--- src/rtl/oclib_uart_pkg.sv ---
// rtl/oclib_uart_pkg.sv - shared UART library constants and width helper
package oclib_uart_pkg;

    localparam int ErrorTimeout   = 0;
    localparam int ErrorStrayLast = 1;
    localparam int ArbErrorWidth  = 2;

    // Counter/index width that never collapses to zero bits for tiny ranges.
    function automatic int clog2_min1(input int value);
        return (value <= 2) ? 1 : $clog2(value);
    endfunction

endpackage

--- src/rtl/oclib_uart_tx_arbiter_if.sv ---
// rtl/oclib_uart_tx_arbiter_if.sv - per-requester byte streams plus shared UART tx stream
interface oclib_uart_tx_arbiter_if #(
    parameter int Requesters = 4
) ();

    logic [Requesters*8-1:0] in_data;
    logic [Requesters-1:0]   in_valid;
    logic [Requesters-1:0]   in_last;
    logic [Requesters-1:0]   in_ready;
    logic [Requesters-1:0]   grant;
    logic [7:0]              tx_data;
    logic                    tx_valid;
    logic                    tx_ready;

    modport master (
        output in_data, in_valid, in_last, tx_ready,
        input  in_ready, grant, tx_data, tx_valid
    );

    modport slave (
        input  in_data, in_valid, in_last, tx_ready,
        output in_ready, grant, tx_data, tx_valid
    );

endinterface

--- src/rtl/oclib_rr_arbiter.sv ---
// rtl/oclib_rr_arbiter.sv - round-robin pick: first request at or above pointer, with wrap
module oclib_rr_arbiter
    import oclib_uart_pkg::*;
#(
    parameter int N  = 4,
    parameter int IW = clog2_min1(N)
) (
    input  logic [N-1:0]  i_request,
    input  logic [IW-1:0] i_pointer,
    output logic [N-1:0]  o_grant,
    output logic [IW-1:0] o_index,
    output logic          o_hit
);

    logic [IW:0]   w_sum;
    logic [IW-1:0] w_idx;

    // Wrap is done by subtracting N, so non-power-of-2 N works.
    always_comb begin
        o_grant = '0;
        o_index = '0;
        o_hit   = 1'b0;
        w_sum   = '0;
        w_idx   = '0;
        for (int k = 0; k < N; k++) begin
            w_sum = {1'b0, i_pointer} + (IW+1)'(k);
            if (w_sum >= (IW+1)'(N)) begin
                w_sum = w_sum - (IW+1)'(N);
            end
            w_idx = w_sum[IW-1:0];
            if (!o_hit && i_request[w_idx]) begin
                o_hit          = 1'b1;
                o_grant[w_idx] = 1'b1;
                o_index        = w_idx;
            end
        end
    end

endmodule

--- src/rtl/oclib_uart_tx_arbiter.sv ---
// rtl/oclib_uart_tx_arbiter.sv - message-granular round-robin share of one UART tx byte stream
module oclib_uart_tx_arbiter
    import oclib_uart_pkg::*;
#(
    parameter int Requesters    = 4,
    parameter int GapCycles     = 0,
    parameter int TimeoutCycles = 65536,
    parameter int ErrorWidth    = ArbErrorWidth
) (
    input  logic                  i_clock,
    input  logic                  i_reset,
    input  logic                  i_clear_error,
    output logic [ErrorWidth-1:0] o_error,
    oclib_uart_tx_arbiter_if.slave bus
);

    localparam int PtrW = clog2_min1(Requesters);
    localparam int WdW  = clog2_min1(TimeoutCycles + 1);
    localparam int GapW = clog2_min1(GapCycles + 1);

    typedef enum logic [1:0] {StIdle, StActive, StGap} state_t;

    logic [1:0]            r_reset_sync;
    logic                  w_rst_n;
    state_t                r_state, w_state;
    logic [Requesters-1:0] r_grant, w_grant;
    logic [PtrW-1:0]       r_index, w_index;
    logic [PtrW-1:0]       r_ptr, w_ptr;
    logic [WdW-1:0]        r_wd, w_wd;
    logic [GapW-1:0]       r_gap, w_gap;
    logic [7:0]            r_tx_data, w_tx_data;
    logic                  r_tx_valid, w_tx_valid;
    logic [ErrorWidth-1:0] r_error, w_error;

    logic                  w_can_load, w_active, w_accept, w_timeout, w_stray, w_release;
    logic                  w_owner_valid, w_owner_last;
    logic [7:0]            w_owner_data;
    logic [Requesters-1:0] w_pick_grant;
    logic [PtrW-1:0]       w_pick_index;
    logic                  w_pick_hit;

    // Reset asserts asynchronously but releases on a clock edge.
    always_ff @(posedge i_clock or negedge i_reset) begin
        if (!i_reset) begin
            r_reset_sync <= '0;
        end else begin
            r_reset_sync <= {r_reset_sync[0], 1'b1};
        end
    end
    assign w_rst_n = r_reset_sync[1];

    oclib_rr_arbiter #(
        .N  (Requesters),
        .IW (PtrW)
    ) u_rr (
        .i_request (bus.in_valid),
        .i_pointer (r_ptr),
        .o_grant   (w_pick_grant),
        .o_index   (w_pick_index),
        .o_hit     (w_pick_hit)
    );

    assign w_can_load    = !r_tx_valid || bus.tx_ready;
    assign w_active      = (r_state == StActive);
    assign w_owner_valid = bus.in_valid[r_index];
    assign w_owner_last  = bus.in_last[r_index];
    assign w_owner_data  = bus.in_data[8*r_index +: 8];
    assign w_accept      = w_active && w_owner_valid && w_can_load;
    // Terminal count is the TimeoutCycles-th consecutive idle cycle of the owner.
    assign w_timeout     = w_active && !w_owner_valid && (TimeoutCycles != 0)
                           && (r_wd == WdW'(TimeoutCycles - 1));
    assign w_stray       = w_active && (|(bus.in_valid & bus.in_last & ~r_grant));

    assign bus.in_ready  = (w_active && w_can_load) ? r_grant : '0;
    assign bus.grant     = r_grant;
    assign bus.tx_data   = r_tx_data;
    assign bus.tx_valid  = r_tx_valid;
    assign o_error       = r_error;

    always_ff @(posedge i_clock or negedge w_rst_n) begin
        if (!w_rst_n) begin
            r_state    <= StIdle;
            r_grant    <= '0;
            r_index    <= '0;
            r_ptr      <= '0;
            r_wd       <= '0;
            r_gap      <= '0;
            r_tx_data  <= '0;
            r_tx_valid <= 1'b0;
            r_error    <= '0;
        end else begin
            r_state    <= w_state;
            r_grant    <= w_grant;
            r_index    <= w_index;
            r_ptr      <= w_ptr;
            r_wd       <= w_wd;
            r_gap      <= w_gap;
            r_tx_data  <= w_tx_data;
            r_tx_valid <= w_tx_valid;
            r_error    <= w_error;
        end
    end

    always_comb begin
        w_state    = r_state;
        w_grant    = r_grant;
        w_index    = r_index;
        w_ptr      = r_ptr;
        w_wd       = r_wd;
        w_gap      = r_gap;
        w_tx_data  = r_tx_data;
        w_tx_valid = r_tx_valid;
        w_release  = 1'b0;

        w_error = i_clear_error ? '0 : r_error;
        if (w_timeout) begin
            w_error[ErrorTimeout] = 1'b1;
        end
        if (w_stray) begin
            w_error[ErrorStrayLast] = 1'b1;
        end

        if (w_can_load) begin
            w_tx_valid = w_accept;
            if (w_accept) begin
                w_tx_data = w_owner_data;
            end
        end

        unique case (r_state)
            StIdle: begin
                if (w_pick_hit) begin
                    w_state = StActive;
                    w_grant = w_pick_grant;
                    w_index = w_pick_index;
                    w_wd    = '0;
                end
            end
            StActive: begin
                if (w_accept) begin
                    w_wd      = '0;
                    w_release = w_owner_last;
                end else if (w_timeout) begin
                    w_release = 1'b1;
                end else if (!w_owner_valid) begin
                    w_wd = r_wd + 1'b1;
                end
                if (w_release) begin
                    w_grant = '0;
                    w_ptr   = (r_index == PtrW'(Requesters - 1)) ? '0 : r_index + 1'b1;
                    w_gap   = '0;
                    w_state = (GapCycles > 0) ? StGap : StIdle;
                end
            end
            StGap: begin
                w_gap = r_gap + 1'b1;
                if (r_gap == GapW'(GapCycles - 1)) begin
                    w_state = StIdle;
                end
            end
            default: begin
                w_state = StIdle;
            end
        endcase
    end

endmodule

--- src/flat_wrapper.sv ---
// flat-port wrapper written by rule: the top's interface ports become plain ports
module oclib_uart_tx_arbiter_flat import oclib_uart_pkg::*;
#(
    parameter int Requesters    = 4,
    parameter int GapCycles     = 0,
    parameter int TimeoutCycles = 65536,
    parameter int ErrorWidth    = ArbErrorWidth
)
  (i_clock, i_reset, i_clear_error, o_error, bus_in_data, bus_in_valid, bus_in_last, bus_tx_ready, bus_in_ready, bus_grant, bus_tx_data, bus_tx_valid);
  oclib_uart_tx_arbiter_if #(.Requesters(Requesters)) bus_i ();
  input  logic i_clock;
  input  logic i_reset;
  input  logic i_clear_error;
  output logic [ErrorWidth-1:0] o_error;
  input wire logic [$bits(bus_i.in_data)-1:0] bus_in_data;
  input wire logic [$bits(bus_i.in_valid)-1:0] bus_in_valid;
  input wire logic [$bits(bus_i.in_last)-1:0] bus_in_last;
  input wire logic [$bits(bus_i.tx_ready)-1:0] bus_tx_ready;
  output wire logic [$bits(bus_i.in_ready)-1:0] bus_in_ready;
  output wire logic [$bits(bus_i.grant)-1:0] bus_grant;
  output wire logic [$bits(bus_i.tx_data)-1:0] bus_tx_data;
  output wire logic [$bits(bus_i.tx_valid)-1:0] bus_tx_valid;
  assign bus_i.in_data = bus_in_data;
  assign bus_i.in_valid = bus_in_valid;
  assign bus_i.in_last = bus_in_last;
  assign bus_i.tx_ready = bus_tx_ready;
  assign bus_in_ready = bus_i.in_ready;
  assign bus_grant = bus_i.grant;
  assign bus_tx_data = bus_i.tx_data;
  assign bus_tx_valid = bus_i.tx_valid;
  oclib_uart_tx_arbiter #(.Requesters(Requesters), .GapCycles(GapCycles), .TimeoutCycles(TimeoutCycles), .ErrorWidth(ErrorWidth)) u_core (.i_clock(i_clock), .i_reset(i_reset), .i_clear_error(i_clear_error), .o_error(o_error), .bus(bus_i));
endmodule
--- config.mk ---
export PLATFORM = sky130hd
export DESIGN_NAME = oclib_uart_tx_arbiter_flat
export DESIGN_NICKNAME = d
export VERILOG_FILES = /design/src/rtl/oclib_uart_pkg.sv /design/src/rtl/oclib_uart_tx_arbiter_if.sv /design/src/rtl/oclib_rr_arbiter.sv /design/src/rtl/oclib_uart_tx_arbiter.sv /design/src/flat_wrapper.sv
export SDC_FILE = /design/constraint.sdc
export NUM_CORES = 1
export LEC_CHECK = 0
export CORE_ASPECT_RATIO = 0.7
export CORE_MARGIN = 1
export CORE_UTILIZATION = 54
export DETAILED_ROUTE_END_ITERATION = 16
export PLACE_DENSITY = 0.9
export SYNTH_ARGS = -nofsm -noshare
export SYNTH_HDL_FRONTEND = slang
export SYNTH_SLANG_ARGS = --single-unit
--- constraint.sdc ---
create_clock -name i_clock -period 2.9 [get_ports i_clock]
set_clock_uncertainty 0.15 [all_clocks]
set_input_delay 0.58 -clock i_clock [delete_from_list [all_inputs] [get_ports i_clock]]
set_output_delay 0.58 -clock i_clock [all_outputs]
set_load 0.005 [all_outputs]
After elaboration in Yosys (flattened, before gate mapping)
Cells that the tools add are included.
- add/subtract/negate cells: 10
- magnitude comparators: 13
- equal/unequal tests: 9
- shift-type cells: 1
- multiplexer cells: 58
- bitwise operators: 6
- reduce and logical (&&, ||, !) cells: 32
- operators with widths (operator ; count):
    $mux W17 ; 4
    $pmux W17 S2 ; 1
    $shiftx A32 B6 Y8 ; 1
    $mux W4 ; 7
    $mux W2 ; 13
    $mux W1 ; 20
    $add A17 B1 Y17 const B ; 1
    $eq A17 B16 Y1 const B ; 1
    $lt A2 B3 Y1 const B ; 5
    $logic_and A1 B1 Y1 ; 13
    $bmux W1 S2 ; 6
    $or A4 B4 Y4 ; 3
    $ge A3 B3 Y1 const B ; 3
    $and A4 B4 Y4 ; 2
    $demux W1 S2 ; 4
    $ge A2 B1 Y1 const B ; 4
    $pmux W4 S2 ; 1
    $reduce_and A2 Y1 ; 4
    $reduce_bool A2 Y1 ; 4
    $sub A2 B1 Y2 const B ; 4
    $add A2 B2 Y3 const B ; 2
    $ne A3 B3 Y1 const B ; 2
    $pmux W2 S3 ; 1
    $reduce_and A3 Y1 ; 2
    15 further kinds ; 21
- flip-flop bits (word level): 41
- input bits: 44
- output and inout port bits: 19
- logic and storage cells: 140

Depth between registers and ports, before layout
- word-level depth: 16
- gate-level depth with buffers: 10
- depth with buffers taken out: 9

Hierarchy
From an unflattened synthesis, not the netlist that was laid out.
- cells, all modules: 249
- area total of the unflattened synthesis: 2636.3 µm²
- by module, submodules not included (module ; times used ; cells each ; area each (µm²) ; seq. area each (µm²)):
    oclib_uart_tx_arbiter ; 1 ; 204 ; 2214.6 ; 975.9
    oclib_rr_arbiter ; 1 ; 45 ; 421.7 ; 0.0

Least setup slack after synthesis
Ideal clock, no wire load.
- kind: register to register
- start: reg u_core.r_ptr[0]
- end: reg u_core.r_grant[2] (netlist: u_core.bus.grant[2])
- library setup time: 68 ps
- data arrival time: 2706 ps
- required time: 2682 ps
- setup slack: -24 ps
- stages on the path, launching flop included: 9
- buffers on the path: 2
- clock period less this slack: 2924 ps
- cell sequence: dfrtp_1 clkbuf_1 clkbuf_1 inv_1 ha_1 mux4_2 a211o_1 a221oi_1 a311o_1
- word-level cells in the longest chain between the ends: 16
- elaborated cells between the ends (all ways): 64
- classes of those cells: add/sub: 7; order compare: 12; eq/ne: 1; mux: 30; bitwise: 3; reduce/logical: 11
- RTL lines (item ; line ; source):
    from (decl) ; oclib_uart_tx_arbiter.sv:28 ; logic [PtrW-1:0] r_ptr, w_ptr;
    from (signal assigned) ; oclib_uart_tx_arbiter.sv:95 ; r_ptr <= w_ptr;
    branches (longest 16 deep; another with $add A2 B1 Y3) ; - ;
    to (signal assigned) ; oclib_uart_tx_arbiter.sv:93 ; r_grant <= w_grant;
    to (decl) ; oclib_uart_tx_arbiter.sv:26 ; logic [Requesters-1:0] r_grant, w_grant;
Parallel ways; which one is timed is not known. The select of a mux whose other input is x is not followed.
A chain may end at the register's enable or synchronous reset.

Final worst setup path
- start: reg u_core.r_wd[0]
- end: reg u_core.r_wd[13]
- word-level cells in the longest chain between the ends: 5
- elaborated cells between the ends (all ways): 9
- classes of those cells: add/sub: 1; eq/ne: 2; mux: 4; reduce/logical: 2
- RTL lines (item ; line ; source):
    from (decl) ; oclib_uart_tx_arbiter.sv:29 ; logic [WdW-1:0] r_wd, w_wd;
    from (signal assigned) ; oclib_uart_tx_arbiter.sv:96 ; r_wd <= w_wd;
    $add A17 B1 Y17 ; oclib_uart_tx_arbiter.sv:146 ; w_wd = r_wd + 1'b1;
    $mux W17 ; oclib_uart_tx_arbiter.sv:145 ; end else if (!w_owner_valid) begin
    $mux W17 ; oclib_uart_tx_arbiter.sv:143 ; end else if (w_timeout) begin
    $mux W17 ; oclib_uart_tx_arbiter.sv:140 ; if (w_accept) begin
    $pmux W17 S2 ; oclib_uart_tx_arbiter.sv:130 ; unique case (r_state)
Parallel ways exist; a longest one is shown, timed or not. The select of a mux whose other input is x is not followed.

==> flow_summary.yaml <==
worst_setup_path:
  crit_top_cell: "ha_1"
  start_kind: "flop"
  crit_type: "reg2reg"
  cpPeakStageDelay_ns: 0.43
  cpMaxStageDelayCell: "dfrtp_1"
  crit_required_ns: 2.99
  regToRegSetupSlack_ns: 0.18
  critical_path.max_fanout: 26
  crit_chain: "ha_1 > and4_1 > nand4_1 > nor3_2 > ha_1 > or3_1 > buf_12 > or4_1 > nand3_1"
  worst_setup_path_end_kind: "flop"
  arrival_ns: 2.81
layout:
  register_area_um2: 976
  drive_above_1_share: 0.161
  nets: 388
  multi_input_area_um2: 1590
  num-fill-cells: 337
  final_cells: 404
  fin_util: 0.745
  antenna_cells: 0
  area_delta_synth_final_pct: 32.1
logic_synthesis:
  ys_seq_area_frac: 0.360
  synth.top_cell.area_share: 0.360
  synth-main-ff-cell: "dfrtp_1"
  ys_ff_latch: 39
  syn_inst: 267
  synthTopCellsByArea: "dfrtp_1, mux4_2, ha_1"
  async_reset_ff_frac: 1.00
  synth_edf_count: 0
  syn_nets: 321
  yosysTopAreaCell: "dfrtp_1"
  synth_area_um2: 2710
  synth.distinct_cells: 52
  yosys_warnings: 0
  syn_avg_cell_area_um2: 10.2
  synthMostInstantiatedCell: "dfrtp_1"
  synth_commonest_cells: "dfrtp_1, nand2_1, clkbuf_1, mux4_2, inv_1"
clocking:
  root_buffer: "clkbuf_8"
  cts_num_sinks: 39
  clk_latency_ns: 0.30
  cts_tree: "built"
  clkTransAtPathRegs_ns: 0.08
  h-tree-depth: 2
  cts_buffer_depth: 2
  numCtsBuffers: 5
  cts_setup_buffers: 0
drt:
  vias: 2632
  ant_nets: 0
  avgViaCountPerCell: 6.51
  drc: 0
  wl_per_cell_um: 17.8
  drt_wl_total_mm: 7.21
  drt_iter0_drc: 312
  dr.pass1.iters: 5
place:
  port_buffers: 62
  dp.cells: 396
  place_hpwl_mm: 5.28
  dp_slack_ns: 0.0554
  gp_congestion: 0.972
pwr:
  ir_drop_mv: 0.589
  p_clk_frac: 0.118
  seq_power_share: 0.270
  internal_power_uw: 1840
  p_switching_uw: 1230
  leakage_uw: 0.00150
  p_comb_frac: 0.612
  powerDensity_nw_per_um2: 857
  switching_share: 0.402
status:
  outcome: "complete, no violations"
grt:
  grt_pass1_wl_mm: 11.4
  antenna_found_initial: 0
  gr-usage-all-layers: 0.283
  grt_pass1_vias: 2368
  grt-ovfl-total: 0
  grt_start_max_net_pins: 38
sta:
  tightest_slew_ns: 0.530
  hold_viol_final: 0
  slew_headroom: 0.646
  min_period_ns: 2.72
  setup_tns_ns: 0
  holdWs_ns: 0.138
  max_freq_ghz: 0.367
  period_share: 0.938
  grt_setup_unrepaired: "no"
  final.setup.worst_slack_ns: 0.179
  maxSlewViolCount: 0
  setup_viol: 0
die:
  die_w_um: 86.7
  initial_core_util: 0.564
  fp.dieH_um: 61.3
  core_area_um2: 4810
  rows: 21
  io_pins: 63
  die_area_um2: 5320
min_path:
  holdCritPathClass: "reg2async"
run:
  drv_cap: 0
[area by class of cell]
| class | count | share of cell area |
|---|---|---|
| multi-input cells | 194 | 0.444 |
| inverters | 11 | 0.0115 |
| repair buffers | 83 | 0.224 |
| clock buffers | 6 | 0.0203 |
| flip-flops and latches | 39 | 0.272 |
| well taps | 69 | 0.0241 |
| clock inverters | 2 | 0.00349 |
[worst max-delay path, delay by kind of cell, from the launching register on]
kind	cells	cell delay [ns]
simple gates	6	1.42
fa+ha+maj	2	0.48
buf+inv	1	0.19
flops	1	0.43
[metrics by stage]
stage          area (um2)  total power (uW)
2_1_floorplan        2710              2010
3_3_place_gp         3490              2620
3_5_place_dp         3490              2700
4_1_cts              3580              3060
5_1_grt              3580              3260
6_report             3580              3070
[metal layers]
layer	GRT usage	wire, um
met2	0.459	3300
met1	0.396	3070
met3	0.0509	771
met5	0	0
met4	0.0833	72
[power by group through the flow]
stage          Sequential (uW)  Combinational (uW)  Clock (uW)
6_report                   829                1880         361
3_3_place_gp               827                1800           0
5_1_grt                    847                2030         389
4_1_cts                    825                1870         367
2_1_floorplan              818                1190           0
3_5_place_dp               836                1860           0
[cells by family (layout without fill, tap and decap cells)]
logic type | count (synthesis) | after routing | share of synthesized area
DFF | 39 | 39 | 0.360
AOI/OAI and AO/OA | 65 | 65 | 0.180
other | 1 | 1 | 0.00138
and+or+nand+nor | 90 | 90 | 0.194
muxes | 28 | 28 | 0.163
buffers and inverters | 34 | 102 | 0.0558
adders and majority gates | 10 | 10 | 0.0461
[timing repair]
| item | CTS | global route |
|---|---|---|
| gates resized for setup | 0 | 1 |
| hold buffers | 0 | 0 |
| setup endpoints to repair | 0 | 5 |
[registers in the layout, summed over array words and instances, names as in the netlist]
name,flops
u_core.o_error,2
u_core.bus.tx_data,8
u_core.bus.tx_valid,1
u_core.r_ptr,2
u_core.r_state,1
u_core.r_index,2
u_core.bus.grant,4
u_core.r_reset_sync,2
u_core.r_wd,17
[final timing paths]
path	depth (start not counted)	to	startpoint
setup reg to reg	9	u_core.r_wd[13]$_DFFE_PN0P_	u_core.r_wd[0]$_DFFE_PN0P_
setup / recovery	9	u_core.r_wd[13]$_DFFE_PN0P_	u_core.r_wd[0]$_DFFE_PN0P_
hold / removal	1	u_core.bus.grant[2]$_DFFE_PN0P_	u_core.r_reset_sync[1]$_DFF_PN0_
min in group i_clock	0	u_core.r_reset_sync[1]$_DFF_PN0_	u_core.r_reset_sync[0]$_DFF_PN0_
hold reg to reg	1	u_core.bus.grant[2]$_DFFE_PN0P_	u_core.r_reset_sync[1]$_DFF_PN0_
max in group asynchronous	1	u_core.r_wd[14]$_DFFE_PN0P_	u_core.r_reset_sync[1]$_DFF_PN0_
[placed cells by master, fill, tap and decap left out, types with 5 or more instances in the layout]
| cell | instances |
|---|---|
| ha_1 | 10 |
| clkbuf_8 | 5 |
| dfrtp_1 | 39 |
| and3_1 | 10 |
| a221oi_1 | 5 |
| a211o_1 | 7 |
| nand2_1 | 19 |
| mux2i_1 | 7 |
| nor2_1 | 5 |
| mux2_2 | 9 |
| nand4_1 | 10 |
| a21oi_1 | 7 |
| o32ai_1 | 6 |
| nand3_1 | 6 |
| a22oi_1 | 6 |
| mux4_2 | 12 |
| inv_1 | 11 |
| buf_4 | 19 |
| clkdlybuf4s50_1 | 62 |
| o21ai_0 | 8 |
| nor3_1 | 7 |
(Power assumes the default switching activity.)
==> variant: new RTL, config.mk and constraints unchanged <==
The package constant `ArbErrorWidth` goes from 2 to 3.
--- a/src/rtl/oclib_uart_pkg.sv
+++ b/src/rtl/oclib_uart_pkg.sv
@@ -3,7 +3,7 @@
 
     localparam int ErrorTimeout   = 0;
     localparam int ErrorStrayLast = 1;
-    localparam int ArbErrorWidth  = 2;
+    localparam int ArbErrorWidth  = 3;
 
     // Counter/index width that never collapses to zero bits for tiny ranges.
     function automatic int clog2_min1(input int value);
Ports: changed (resized o_error); port bits go from 63 to 64. No check against the original RTL was run, so the function may have changed too.
==> variant against the original RTL <==
Final cell count rose by 1.5%. Setup slack got worse by 0.042 ns. Fmax fell by 1.5%. Routed wire length rose by 3.8%. Area after synthesis rose by 1.6%. Total power rose by 0.30%. Cell area rose by 0.80%. Sequential cell count did not move.
==> variant: results (changes against the original RTL) <==
- Status: completed (unchanged)
- Total of cells resized after clock tree synthesis: 0 (unchanged)
- Max incr delay on CP: 0.52 ns (was 0.43 ns)
- Number of global-route vias before repair: 2429 (was 2368)
- Slew @ Worst Pin: 0.771 ns (was 0.530 ns)
- Filler Cell Count: 356 (was 337)
- First-pass GRT wire length: 11600 microns (was 11400 microns)
- GRT Total Usage: 0.290 (was 0.283)
- Clock root cell: clkbuf_8 (unchanged)
- Post-Route WL: 7480 microns (was 7210 microns)
- Max FFs per register: 17 (unchanged)
- Nets: 394 (was 388)
- H-tree levels: 2 (unchanged)
- DP Wirelength: 5480 microns (was 5280 microns)
- Placed insts: 402 (was 396)
- Top cells by area, synth: dfrtp_1 (35%), mux4_2 (11%), ha_1 (4.5%), mux2_2 (4.5%), and3_1 (3.4%) (was dfrtp_1 (36%), mux4_2 (10%), ha_1 (4.6%), mux2_2 (3.7%), nand2_1 (2.6%))
- Syn. warnings: 0 (unchanged)
- Via count: 2625 (was 2632)
- Top_reg_cell synth: dfrtp_1 (unchanged)
- Critical Path AT: 2.03 ns (was 2.81 ns)
- Sw Share: 0.394 (was 0.402)
- Mapped Cells: 272 (was 267)
- Worst vdd ir: 0.676 mV (was 0.589 mV)
- Max Root-Sink Buffers: 2 (unchanged)
- FFs w/ async S/R, synth: 1.00 (unchanged)
- Commonest cells post-synth: dfrtp_1 (39), and3_1 (15), inv_1 (15), nand2_1 (14), mux4_2 (13) (was dfrtp_1 (39), nand2_1 (19), clkbuf_1 (16), mux4_2 (12), inv_1 (11))
- Crit-path slowest cell: clkdlybuf4s50_1 (was dfrtp_1)
- Seq/Total Area, Yosys: 0.354 (was 0.360)
- DRT iter0 DRCs: 194 (was 312)
- Vias per std cell: 6.40 (was 6.51)
- Share of layout cells above drive strength 1: 0.161 (about the same)
- Gpl congestion: 0.942 (was 0.972)
- CP delay by family, top: buffers and inverters (was simple AND/OR/NAND/NOR gates)
- Leakage power: 0.00160 uW (was 0.00150 uW)
- Netlist cell types: 54 (was 52)
- Max FO, Critical Path: 5 (was 26)
- Skew-Pair Late Insertion Delay: 0.30 ns (about the same)
- Syn Nets: 326 (was 321)
[variant: cell count changes in the layout (fill, tap and decap cells not counted), moves of 5 or more]
cell      change
a22oi_1       -6
and3_1        +5
nand2_1       -5
nand3b_1      +5
nor2_1        +5
o32ai_1       -5
[variant: power by group through the flow]
stage | registers, uW | logic [uW] | clock network (uW)
3_5_place_dp | 855 | 1760 | 0
5_1_grt | 870 | 1920 | 476
2_1_floorplan | 815 | 1170 | 0
6_report | 852 | 1770 | 458
3_3_place_gp | 845 | 1690 | 0
4_1_cts | 846 | 1760 | 459
[variant: through the flow]
| stage | worst slack (ns) | hold slack [ns] | instance area [sq um] | utilization |
|---|---|---|---|---|
| after floorplan | 0.125 | 0.134 | 2760 | - |
| after detailed placement | 0.189 | 0.159 | 3500 | 0.724 |
| final | 0.137 | 0.153 | 3610 | 0.747 |
| after global placement | 0.239 | 0.149 | 3500 | 0.724 |
| after CTS | 0.184 | 0.170 | 3610 | 0.747 |
| after global routing | 0.0713 | 0.215 | 3610 | 0.747 |
[variant: cell type report]
type / instances / share of cell area
Multi-Input combinational cell: 200 / 0.452
Sequential cell: 39 / 0.270
Timing Repair Buffer: 79 / 0.207
Tap cell: 69 / 0.0239
Clock buffer: 5 / 0.0191
Inverter: 15 / 0.0156
Clock inverter: 3 / 0.0121
[variant: final timing paths]
kind	slack [ns]	startpoint	end	cells past startpoint
worst max register to register	0.15	u_core.r_wd[0]$_DFFE_PN0P_	u_core.r_wd[2]$_DFFE_PN0P_	9
max in group asynchronous	2.11	u_core.r_reset_sync[1]$_DFF_PN0_	u_core.bus.grant[2]$_DFFE_PN0P_	1
worst min register to register	0.15	u_core.r_reset_sync[1]$_DFF_PN0_	u_core.r_ptr[1]$_DFFE_PN0P_	1
min in group i_clock	0.20	u_core.r_reset_sync[0]$_DFF_PN0_	u_core.r_reset_sync[1]$_DFF_PN0_	0
worst max-delay path	0.14	bus_tx_ready	bus_in_ready[3]	4
worst min-delay path	0.15	u_core.r_reset_sync[1]$_DFF_PN0_	u_core.r_ptr[1]$_DFFE_PN0P_	1
[variant: kinds of logic after synthesis]
family,count (synthesis),synth area share
adders and majority gates,10,0.0454
buffers and inverters,33,0.0540
DFF,39,0.354
and+or+nand+nor,93,0.196
other,2,0.00272
muxes,29,0.171
AOI/OAI and AO/OA,66,0.177
[variant: metal layers]
metal | vias up | GRT usage | share of wire
li1 | 1184 | - | -
met1 | 1276 | 0.384 | 0.42
met2 | 156 | 0.490 | 0.46
met3 | 9 | 0.0687 | 0.11
met4 | 0 | 0.0773 | 0.012
met5 | - | 0 | 0
